`src/rtl/mem_port_arbiter.sv`:
```
// mem_port_arbiter: shares one single-outstanding memory port between the
// instruction-fetch stage and the load/store stage. Data normally wins a
// contended grant; after STARVE_MAX consecutive contended data grants fetch
// is forced through. A per-access watchdog aborts accesses the memory never
// answers and raises a sticky error flag.
module mem_port_arbiter #(
    parameter int unsigned STARVE_MAX = 4,    // 1..15
    parameter int unsigned TIMEOUT    = 255   // 1..65535
) (
    input  logic        clk,
    input  logic        rst_n,
    // fetch requester
    input  logic        if_req,
    input  logic [31:0] if_addr,
    output logic        if_gnt,
    output logic        if_rvalid,
    output logic [31:0] if_rdata,
    // data requester
    input  logic        dm_req,
    input  logic        dm_we,
    input  logic [3:0]  dm_be,
    input  logic [31:0] dm_addr,
    input  logic [31:0] dm_wdata,
    output logic        dm_gnt,
    output logic        dm_rvalid,
    output logic [31:0] dm_rdata,
    // memory side
    output logic        mem_req,
    output logic        mem_we,
    output logic [3:0]  mem_be,
    output logic [31:0] mem_addr,
    output logic [31:0] mem_wdata,
    input  logic        mem_ready,
    input  logic        mem_rvalid,
    input  logic [31:0] mem_rdata,
    // hazard unit / status
    output logic        stall_if,
    output logic        stall_mem,
    output logic        timeout_err
);

    localparam logic [3:0]  STARVE_LIM = 4'(STARVE_MAX);
    // Counter is cleared on grant, so the abort lands TIMEOUT cycles after it.
    localparam logic [15:0] TO_LAST    = 16'(TIMEOUT - 1);

    typedef enum logic {ST_IDLE, ST_WAIT}    state_t;
    typedef enum logic {OWN_FETCH, OWN_DATA} owner_t;

    state_t      state_reg;
    owner_t      owner_reg;
    logic        we_reg;
    logic [3:0]  starve_cnt_reg;
    logic [15:0] to_cnt_reg;
    logic        timeout_err_reg;

    logic in_wait;
    logic abort;
    logic issue_win;
    logic pick_data;
    logic grant;
    logic own_fetch;
    logic own_data;

    assign in_wait   = (state_reg == ST_WAIT);
    assign abort     = in_wait & ~mem_rvalid & (to_cnt_reg == TO_LAST);
    // New access may issue when idle or in the same cycle the current one
    // completes; nothing issues while reset is asserted.
    assign issue_win = rst_n & (~in_wait | mem_rvalid);

    // Data wins contention unless fetch has been starved long enough.
    assign pick_data = dm_req & (~if_req | (starve_cnt_reg != STARVE_LIM));

    assign mem_req = issue_win & (if_req | dm_req);
    assign grant   = mem_req & mem_ready;
    assign if_gnt  = grant & ~pick_data;
    assign dm_gnt  = grant & pick_data;

    // Route the selected requester onto the memory request fields.
    always_comb begin
        mem_we    = 1'b0;
        mem_be    = 4'h0;
        mem_addr  = 32'h0;
        mem_wdata = 32'h0;
        if (mem_req) begin
            if (pick_data) begin
                mem_we    = dm_we;
                mem_be    = dm_be;
                mem_addr  = dm_addr;
                mem_wdata = dm_wdata;
            end else begin
                mem_be    = 4'hF;
                mem_addr  = if_addr;
            end
        end
    end

    assign own_fetch = in_wait & (owner_reg == OWN_FETCH);
    assign own_data  = in_wait & (owner_reg == OWN_DATA);

    // Completion (real or aborted) goes only to the owner; aborts return 0.
    assign if_rvalid = own_fetch & (mem_rvalid | abort);
    assign dm_rvalid = own_data  & (mem_rvalid | abort);
    assign if_rdata  = (own_fetch & mem_rvalid) ? mem_rdata : 32'h0;
    assign dm_rdata  = (own_data & mem_rvalid & ~we_reg) ? mem_rdata : 32'h0;

    assign stall_if    = rst_n & if_req & ~if_rvalid;
    assign stall_mem   = rst_n & dm_req & ~dm_rvalid;
    assign timeout_err = timeout_err_reg;

    // Access sequencer, ownership, watchdog and starvation bookkeeping.
    always_ff @(posedge clk or negedge rst_n) begin
        if (!rst_n) begin
            state_reg       <= ST_IDLE;
            owner_reg       <= OWN_FETCH;
            we_reg          <= 1'b0;
            starve_cnt_reg  <= 4'h0;
            to_cnt_reg      <= 16'h0;
            timeout_err_reg <= 1'b0;
        end else begin
            if (grant) begin
                state_reg  <= ST_WAIT;
                owner_reg  <= pick_data ? OWN_DATA : OWN_FETCH;
                we_reg     <= pick_data & dm_we;
                to_cnt_reg <= 16'h0;
            end else if (in_wait & (mem_rvalid | abort)) begin
                state_reg  <= ST_IDLE;
            end else if (in_wait) begin
                to_cnt_reg <= to_cnt_reg + 16'h1;
            end

            if (abort) begin
                timeout_err_reg <= 1'b1;
            end

            if (!if_req) begin
                starve_cnt_reg <= 4'h0;
            end else if (grant) begin
                if (!pick_data) begin
                    starve_cnt_reg <= 4'h0;
                end else if (starve_cnt_reg != STARVE_LIM) begin
                    starve_cnt_reg <= starve_cnt_reg + 4'h1;
                end
            end
        end
    end

endmodule

```
`config.mk`:
```
export PLATFORM = sky130hd
export DESIGN_NAME = mem_port_arbiter
export DESIGN_NICKNAME = d
export VERILOG_FILES = /design/src/rtl/mem_port_arbiter.sv
export SDC_FILE = /design/constraint.sdc
export NUM_CORES = 1
export LEC_CHECK = 0
export ABC_AREA = 1
export ABC_CLOCK_PERIOD_IN_PS = 3000
export CAP_MARGIN = 30
export CELL_PAD_IN_SITES_DETAIL_PLACEMENT = 0
export CELL_PAD_IN_SITES_GLOBAL_PLACEMENT = 1
export CORE_MARGIN = 4
export CORE_UTILIZATION = 18
export DETAILED_ROUTE_END_ITERATION = 7
export PLACE_DENSITY = 0.95
export SLEW_MARGIN = 20
export SYNTH_ARGS = -nofsm -noshare
export SYNTH_HDL_FRONTEND = slang
export SYNTH_SLANG_ARGS = --single-unit
```
`constraint.sdc`:
```
create_clock -name clk -period 3 [get_ports clk]
set_input_delay 0.3 -clock clk [delete_from_list [all_inputs] [get_ports clk]]
set_output_delay 0.3 -clock clk [all_outputs]
set_load 0.05 [all_outputs]
```
; Yosys cells after proc, flatten, opt, wreduce, memory -nomap -nowiden
; Index checks and enable logic that the tools add are counted.
[word_totals]
reg_bits = 24
in_bits = 139
[classes]
reduce_logical = 4
n_eq_ne = 5
mux = 20
n_addsub = 2
bitwise = 33
[ops]
columns = op, count
row1 = 32-bit 2-to-1 mux, 6
row2 = 16-bit 2-to-1 mux, 3
row3 = 4-bit 2-to-1 mux, 6
row4 = 1-bit bitwise AND, 21
row5 = "16-bit by 1-bit adder with 16-bit output, second input constant", 1
row6 = "16-bit by 8-bit equality test with 1-bit output, second input constant", 1
row7 = 1-bit NOT, 8
row8 = 1-bit 2-to-1 mux, 5
row9 = "4-bit by 1-bit adder with 4-bit output, second input constant", 1
row10 = "4-bit by 3-bit != test with 1-bit output, second input constant", 1
row11 = 1-bit bitwise OR, 4
row12 = 2-bit AND reduction, 2
row13 = 2-bit nonzero test, 2
row14 = "3-bit by 2-bit != test with 1-bit output, second input constant", 1
row15 = "2-bit by 1-bit != test with 1-bit output, second input constant", 1
row16 = "2-bit != test, second input constant", 1

; Longest topological paths before layout
; Gate-level depths: netlist (run 1).
[depth]
word_depth = 7
ltp_mapped = 13

; Worst setup path before layout (run 1)
; Ideal clock, no wire load.
[synth_timing]
path_type = register to output
from = reg to_cnt_reg[0]
to = out stall_mem
stages_incl_launch_ff = 12
t_arrival_ns = 2.214
path_slack_ns = 0.486
n_path_buf = 0
cell_sequence = dfrtp_1 -> inv_1 -> ha_1 -> inv_1 -> nor2_1 -> nand2_1 -> nor2_2 -> nand3_1 -> nand2_1 -> inv_1 -> nor2_1 -> nor2_1
[synth_between]
elab_chain_len = 6
[synth_lines]
columns = element, line_no
row1 = start: declaration, 53  ; logic [15:0] to_cnt_reg;
row2 = start signal: assignment, 128  ; to_cnt_reg <= to_cnt_reg + 16'h1;
row3 = 16-bit by 8-bit equality test with 1-bit output, 65  ; assign abort = in_wait & ~mem_rvalid & (to_cnt_reg == TO_LAST);
row4 = 1-bit bitwise AND, 65
row5 = 1-bit bitwise OR, 102  ; assign dm_rvalid = own_data & (mem_rvalid | abort);
row6 = 1-bit bitwise AND, 102
row7 = named net dm_rvalid, 25  ; output logic dm_rvalid,
row8 = 1-bit NOT, 107  ; assign stall_mem = rst_n & dm_req & ~dm_rvalid;
row9 = 1-bit bitwise AND, 107
row10 = end: declaration, 38  ; output logic stall_mem,
; The timed path passes the listed nets, and every way through them passes these cells.

; Worst setup path in the final report (run 1)
[layout_timing]
from = in if_req
to = out mem_addr[28]
[layout_between]
elab_chain_len = 5
[layout_lines]
columns = element, line_no
row1 = start: declaration, 13  ; input logic if_req,
row2 = 1-bit NOT, 71  ; assign pick_data = dm_req & (~if_req | (starve_cnt_reg != STARVE_LIM));
row3 = 1-bit bitwise OR, 71
row4 = 1-bit bitwise AND, 71
row5 = 32-bit 2-to-1 mux, 85  ; if (pick_data) begin
row6 = 32-bit 2-to-1 mux (*), 84  ; if (mem_req) begin
row7 = end: declaration, 31  ; output logic [31:0] mem_addr,
; Mark *: on every way between the ends. The rest lies on a longest branch, timed or not.

==> metrics.md, run 1 <==
| Metric | Value |
|---|---|
| Die area | `16800 sq um` |
| Top cell type by total area after synthesis | `nor2_1` |
| Clock sink count | `24` |
| Distinct cells, synth | `25` |
| GRT Overall Usage | `0.152` |
| Final Max Tran Viols | `0` |
| GP Congestion | `0.832` |
| Post-CTS setup buffers | `0` |
| Worst Tran Pin Value | `0.673 ns` |
| Core Rows | `44` |
| Final #Nets | `915` |
| Worst Path Buf+Inv | `4` |
| Status | `finished, final reports clean` |
| Largest net degree at the start of global routing | `57` |
| Rel. slew slack | `0.552` |
| Final worst setup slack | `0.401 ns` |
| Critical path's slowest cell | `clkdlybuf4s50_1` |
| Crit Path Max Fanout | `26` |
| Max reg flops | `16` |
| Crit start category | `input pin` |
| WL met1 | `5400 um` |
| Congestion Overflow GR | `0` |
| Final Cycle Share | `0.866` |
| Clk_lat worst skew | `0.26 ns` |
| Largest family of logic cells by synthesized area | `simple AND/OR/NAND/NOR gates` |
| Synth Area in Compound Gates | `0.103` |
| Worst Clk Skew | `0.00543 ns` |
| HP Class | `input pin to async pin` |
| Critical path, cell by cell | `clkdlybuf4s50_1 > nand2_1 > nand2_1 > nand2_1 > inv_2 > buf_4 > o21ai_0 > nor2_1 > buf_12` |
| Adder-cell share of the synthesized area | `0.0188` |
| CTS root buf | `clkbuf_16` |
| Post-cts resize count | `0` |
| Drt total wl | `14500 um` |
| Ports | `280` |
| TritonCTS clock tree | `yes` |
| Mapped Cells | `507` |
| Global-route wire length before repair | `20200 um` |
| Peak Freq | `0.385 GHz` |
| Mux share of post-synthesis cell area | `0` |
| Die Height | `130 um` |
| Core box area | `14500 sq um` |
| DRC | `0` |
| Setup_tns | `0 ns` |
| Max Used Layer | `met4` |
| Via count | `4027` |
| Placed inst area | `6590 sq um` |
| Initial antenna violation count | `0` |
| H-Tree Depth | `1` |
| Diode count | `0` |
| Clock buffer depth | `2` |
| Crit path time final | `2.60 ns` |
| Design area | `6680 sq um` |
| Area delta synth->final | `151%` |
| Worst slack, placed | `0.397 ns` |
| Layout cell share with drive strength beyond 1 | `0.213` |
| P per Cell Area | `279 nW/um^2` |
| Width of the die | `130 um` |
| Port-buffer cells | `279` |
| Post-synth top area share | `0.264` |
| Worst path required time | `2.70 ns` |
| Number of global-route vias before repair | `3620` |
| Synthesized net count | `650` |
| Detail Route met2 WL | `7570 um` |
| DR WL met3 | `1330 um` |
| Synthesized flop and latch total | `24` |
| Initial DRC Count | `250` |
| Final ANT Viol Nets | `0` |
| Crit-path max cell delay | `0.57 ns` |
| Maximum VDD drop | `0.000180 V` |
| Hold Buf Count CTS | `0` |
| Register area share after synthesis | `0.226` |
| Simple-gate area share of the yosys netlist | `0.486` |
| Synth Area in XOR/XNOR | `0.0263` |
| Critical path capture point type | `primary output` |
| Leakage power | `0.00311 uW` |
| Fin. Hold Viols | `0` |
| Commonest non-fill, non-tap cell in the layout | `nor2_1` |
| Most frequent cells in the layout | `187 x nor2_1, 139 x clkdlybuf4s50_1, 105 x buf_12` |
| Total CTS buffers | `3` |
| RSZ-0062 raised after global routing | `false` |
| DRT Pass-1 Iters | `4` |
| Synth warnings | `0` |
| Largest cells by area after synthesis | `nor2_1 26%, dfrtp_1 23%, nand2_1 14%` |
| Final setup viols | `0` |
| CP top delay family | `buffers and inverters` |
| DP HPWL | `12300 um` |
| Crit path kind | `input pin to primary output` |
| CP arrival | `2.30 ns` |
| Wirelength per Cell | `15.2 um` |
| Post-Syn Area | `2660 sq um` |
| Vias/cell | `4.22` |
| MaxCap Viol Count | `0` |
| Cell mode on critical path | `nand2_1` |
| Clock-pin slew on the worst setup and hold paths | `0.06 ns` |
| Initial core utilization | `0.183` |
| Mean Syn Cell Area | `5.25 sq um` |
worst paths after layout:
kind | start | end | slack [ns] | depth (start not counted)
max in group asynchronous | rst_n | to_cnt_reg[12] | 2.21 | 2
worst max-delay path | if_req | mem_addr[28] | 0.40 | 9
min in group clk | timeout_err | timeout_err | 0.47 | 2
worst max register to register | starve_cnt_reg[0] | starve_cnt_reg[0] | 0.96 | 10
worst min-delay path | rst_n | starve_cnt_reg[3] | 0.24 | 1
worst min register to register | timeout_err | timeout_err | 0.47 | 2
power breakdown:
part / leakage (uW) / internal, uW / switching [uW]
registers: 0.000324 / 341 / 17.1
clock network: 0.0000442 / 204 / 111
logic: 0.00274 / 536 / 654
cells in the mapped netlist (all sizes together):
| master | count |
|---|---|
| nand4 | 12 |
| ha | 4 |
| xor2 | 8 |
| nor3 | 1 |
| nand3 | 15 |
| dfrtp | 24 |
| o22ai | 1 |
| buf | 11 |
| or2 | 1 |
| a21oi | 3 |
| o21bai | 2 |
| clkbuf | 17 |
| clkinv | 1 |
| nor2 | 189 |
| o21ai | 47 |
| or3 | 1 |
| nand2 | 105 |
| inv | 65 |
worst register-to-register path, cell delays in order, from the launching register on:
cell      delay (ns)
dfrtp_1         0.37
inv_1           0.08
ha_1            0.20
nand4_1         0.10
nand2_2         0.18
clkinv_1        0.11
buf_4           0.35
nand2_1         0.21
nor2_1          0.22
nand2_1         0.07
o21ai_0         0.07
cell families after synthesis:
| family | Yosys count |
|---|---|
| xor+xnor | 8 |
| flops | 24 |
| buf+inv | 94 |
| simple gates | 324 |
| compound gates | 53 |
| fa+ha+maj | 4 |
metrics by stage:
stage / hold WS (ns) / utilization / std cells / total power [uW]
6_report: 0.241 / 0.460 / 955 / 1860
3_5_place_dp: 0.459 / 0.454 / 951 / 1560
4_1_cts: 0.245 / 0.460 / 955 / 1880
3_3_place_gp: 0.448 / 0.454 / 951 / 1560
2_1_floorplan: 0.00441 / - / 507 / 923
5_1_grt: 0.259 / 0.460 / 955 / 1950
area by class of cell:
cell class / instances / area, sq um
inverter: 66 / 248
sequential: 24 / 601
fill: 1393 / 7850
multi-input combinational: 389 / 1690
clock buffer: 4 / 88.8
tap: 184 / 230
timing repair buffer: 288 / 3820
routing by layer:
layer  GRT usage  vias up
li1            -     2059
met2       0.282      165
met5           0        -
met3      0.0396       11
met4      0.0293        0
met1       0.177     1792
No activity file was read; power rests on OpenSTA's default activity.
==> inputs of run 2 (changes only) <==
RECOVER_POWER = 100   (was unset)
==> metrics.md, run 2 (synthesis results as in run 1) <==
| Metric | Value |
|---|---|
| Hold Buf Count CTS | `0 (unchanged)` |
| Setup_tns | `0 ns (unchanged)` |
| Final setup viols | `0 (unchanged)` |
| Clock sink count | `24 (unchanged)` |
| Crit. Startpoint | `mem_rvalid` |
| MaxCap Viol Count | `0 (unchanged)` |
| DRT Pass-1 Iters | `5 (+1)` |
| Detail Route met2 WL | `7510 um (-0.81%)` |
| Peak Freq | `0.365 GHz (-5.0%)` |
| R2r setup slk | `0.74 ns (-0.22 ns)` |
| Int Power | `864 uW (-20%)` |
| Critical path capture point type | `primary output` |
| Crit start category | `input pin` |
| Leakage power | `0.00261 uW (-16%)` |
| Die Height | `130 um (unchanged)` |
| Core box area | `14500 sq um (unchanged)` |
| Final ANT Viol Nets | `0 (unchanged)` |
| Number of global-route vias before repair | `3620 (unchanged)` |
| Clk pwr share | `0.196 (+0.027)` |
| WL met1 | `5610 um (+3.8%)` |
| CP arrival | `2.44 ns (+0.14 ns)` |
| Layout cell share with drive strength beyond 1 | `0.153 (-0.0597)` |
| Worst path required time | `2.70 ns (about the same)` |
| Reg-to-reg endpoint | `to_cnt_reg[15]` |
| Crit Path Max Fanout | `32 (+23%)` |
| Global-route wire length before repair | `20200 um (unchanged)` |
| Rel. slew slack | `0.0567 (-0.495)` |
| Final Cycle Share | `0.912 (+0.0459)` |
| Cells on worst reg2reg path | `9 (-1)` |
| Largest net degree at the start of global routing | `57 (unchanged)` |
| Final Max Tran Viols | `0 (unchanged)` |
| Maximum VDD drop | `0.000177 V (-1.4%)` |
| GP Congestion | `0.832 (unchanged)` |
| Die area | `16800 sq um (unchanged)` |
| Core Rows | `44 (unchanged)` |
| Crit path time final | `2.74 ns (+0.138 ns)` |
| P per Cell Area | `310 nW/um^2 (+11%)` |
| Drt total wl | `14700 um (+1.6%)` |
| Ports | `280 (unchanged)` |
| Initial DRC Count | `215 (-14%)` |
| Total CTS buffers | `3 (unchanged)` |
| Comb pwr share | `0.582 (-0.057)` |
| Post-cts resize count | `0 (unchanged)` |
| Critical Path End | `dm_rdata[20]` |
| Initial core utilization | `0.183 (unchanged)` |
| Commonest non-fill, non-tap cell in the layout | `nor2_1` |
| Fin Hold WS | `0.310 ns (+0.0689 ns)` |
| Status | `finished, final reports clean` |
| Via count | `4043 (+0.40%)` |
| Final #Nets | `915 (unchanged)` |
| CTS root buf | `clkbuf_16` |
| Clk_lat worst skew | `0.26 ns (about the same)` |
| Worst Tran Pin Value | `1.41 ns (+0.742 ns)` |
| TritonCTS clock tree | `yes` |
| P_sw | `746 uW (-4.6%)` |
| H-Tree Depth | `1 (unchanged)` |
| Vias/cell | `4.23 (+0.40%)` |
| Crit path kind | `input pin to primary output` |
| Max Used Layer | `met4` |
| FF-to-FF Start | `in_wait` |
| DR WL met3 | `1390 um (+4.5%)` |
| DP HPWL | `12300 um (unchanged)` |
| Congestion Overflow GR | `0 (unchanged)` |
| Max reg flops | `16 (unchanged)` |
| Clock-pin slew on the worst setup and hold paths | `0.06 ns (about the same)` |
| Initial antenna violation count | `0 (unchanged)` |
| Wirelength per Cell | `15.4 um (+1.6%)` |
| DRC | `0 (unchanged)` |
| Fin. Hold Viols | `0 (unchanged)` |
| Width of the die | `130 um (unchanged)` |
| Clock buffer depth | `2 (unchanged)` |
| Most frequent cells in the layout | `188 x nor2_1, 137 x clkdlybuf4s50_1, 102 x nand2_1` |
| Diode count | `0 (unchanged)` |
| Area delta synth->final | `94.9%` |
| Worst Clk Skew | `0.00537 ns (-0.0000571 ns)` |
| Post-CTS setup buffers | `0 (unchanged)` |
| RSZ-0062 raised after global routing | `false` |
| Switching part of the total | `0.464 (+0.0436)` |
| Port-buffer cells | `279 (unchanged)` |
| GRT Overall Usage | `0.152 (unchanged)` |
| HP Class | `input pin to async pin` |
| Flop pwr share | `0.222 (+0.030)` |
## run 2: changes by cell type in the layout (fill, tap and decap cells not counted), moves of 2 or more
cell             previous run  this run
buf_12                    105        15
buf_4                      44         7
clkbuf_1                    0        42
clkbuf_2                    0        84
clkdlybuf4s50_1           139       137
dlygate4sd3_1               0         2
## run 2: worst min path at each step
| stage | start | to | slack, ns | cells after the start |
|---|---|---|---|---|
| 2_1_floorplan | rst_n | in_wait | 0.004 | 0 |
| 3_3_place_gp | timeout_err | timeout_err | 0.45 | 2 |
| 3_5_place_dp | timeout_err | timeout_err | 0.46 | 2 |
| 4_1_cts | rst_n | starve_cnt_reg[3] | 0.25 | 1 |
| 5_1_grt | rst_n | starve_cnt_reg[3] | 0.33 | 1 |
| 6_report | rst_n | starve_cnt_reg[3] | 0.31 | 1 |
## run 2: critical path, cell delays in order
cell and delay, ns:
clkdlybuf4s50_1 0.48, inv_1 0.06, or3_1 0.35, clkbuf_2 0.41, nor2_1 0.32, clkbuf_1 0.51
## run 2: stage by stage
| stage | instances | area (sq um) | setup WS, ns | total power, uW | utilization |
|---|---|---|---|---|---|
| 2_1_floorplan | 507 | 2660 | 0.486 | 923 | - |
| 3_3_place_gp | 951 | 6590 | 0.423 | 1560 | 0.454 |
| 3_5_place_dp | 951 | 6590 | 0.397 | 1560 | 0.454 |
| 4_1_cts | 955 | 6680 | 0.384 | 1880 | 0.460 |
| 5_1_grt | 955 | 5190 | 0.0997 | 1690 | 0.357 |
| 6_report | 955 | 5190 | 0.264 | 1610 | 0.357 |
## run 2: cell type report
| type | count | area, sq um |
|---|---|---|
| tap | 184 | 230 |
| clock buffer | 4 | 88.8 |
| multi-input combinational | 389 | 1690 |
| fill | 1617 | 9350 |
| inverter | 66 | 248 |
| sequential | 24 | 601 |
| timing repair buffer | 288 | 2330 |
## run 2: power by group through the flow
stage / registers (uW) / logic (uW) / clock network, uW
floorplan: 360 / 564 / 0
global placement: 363 / 1190 / 0
detailed placement: 364 / 1200 / 0
CTS: 358 / 1200 / 322
global route: 361 / 997 / 336
finish: 358 / 937 / 315
## run 2: layer usage
metal / GRT usage / vias up
li1: - / 2059
met1: 0.177 / 1795
met2: 0.282 / 176
met3: 0.0396 / 13
met4: 0.0293 / 0
met5: 0 / -
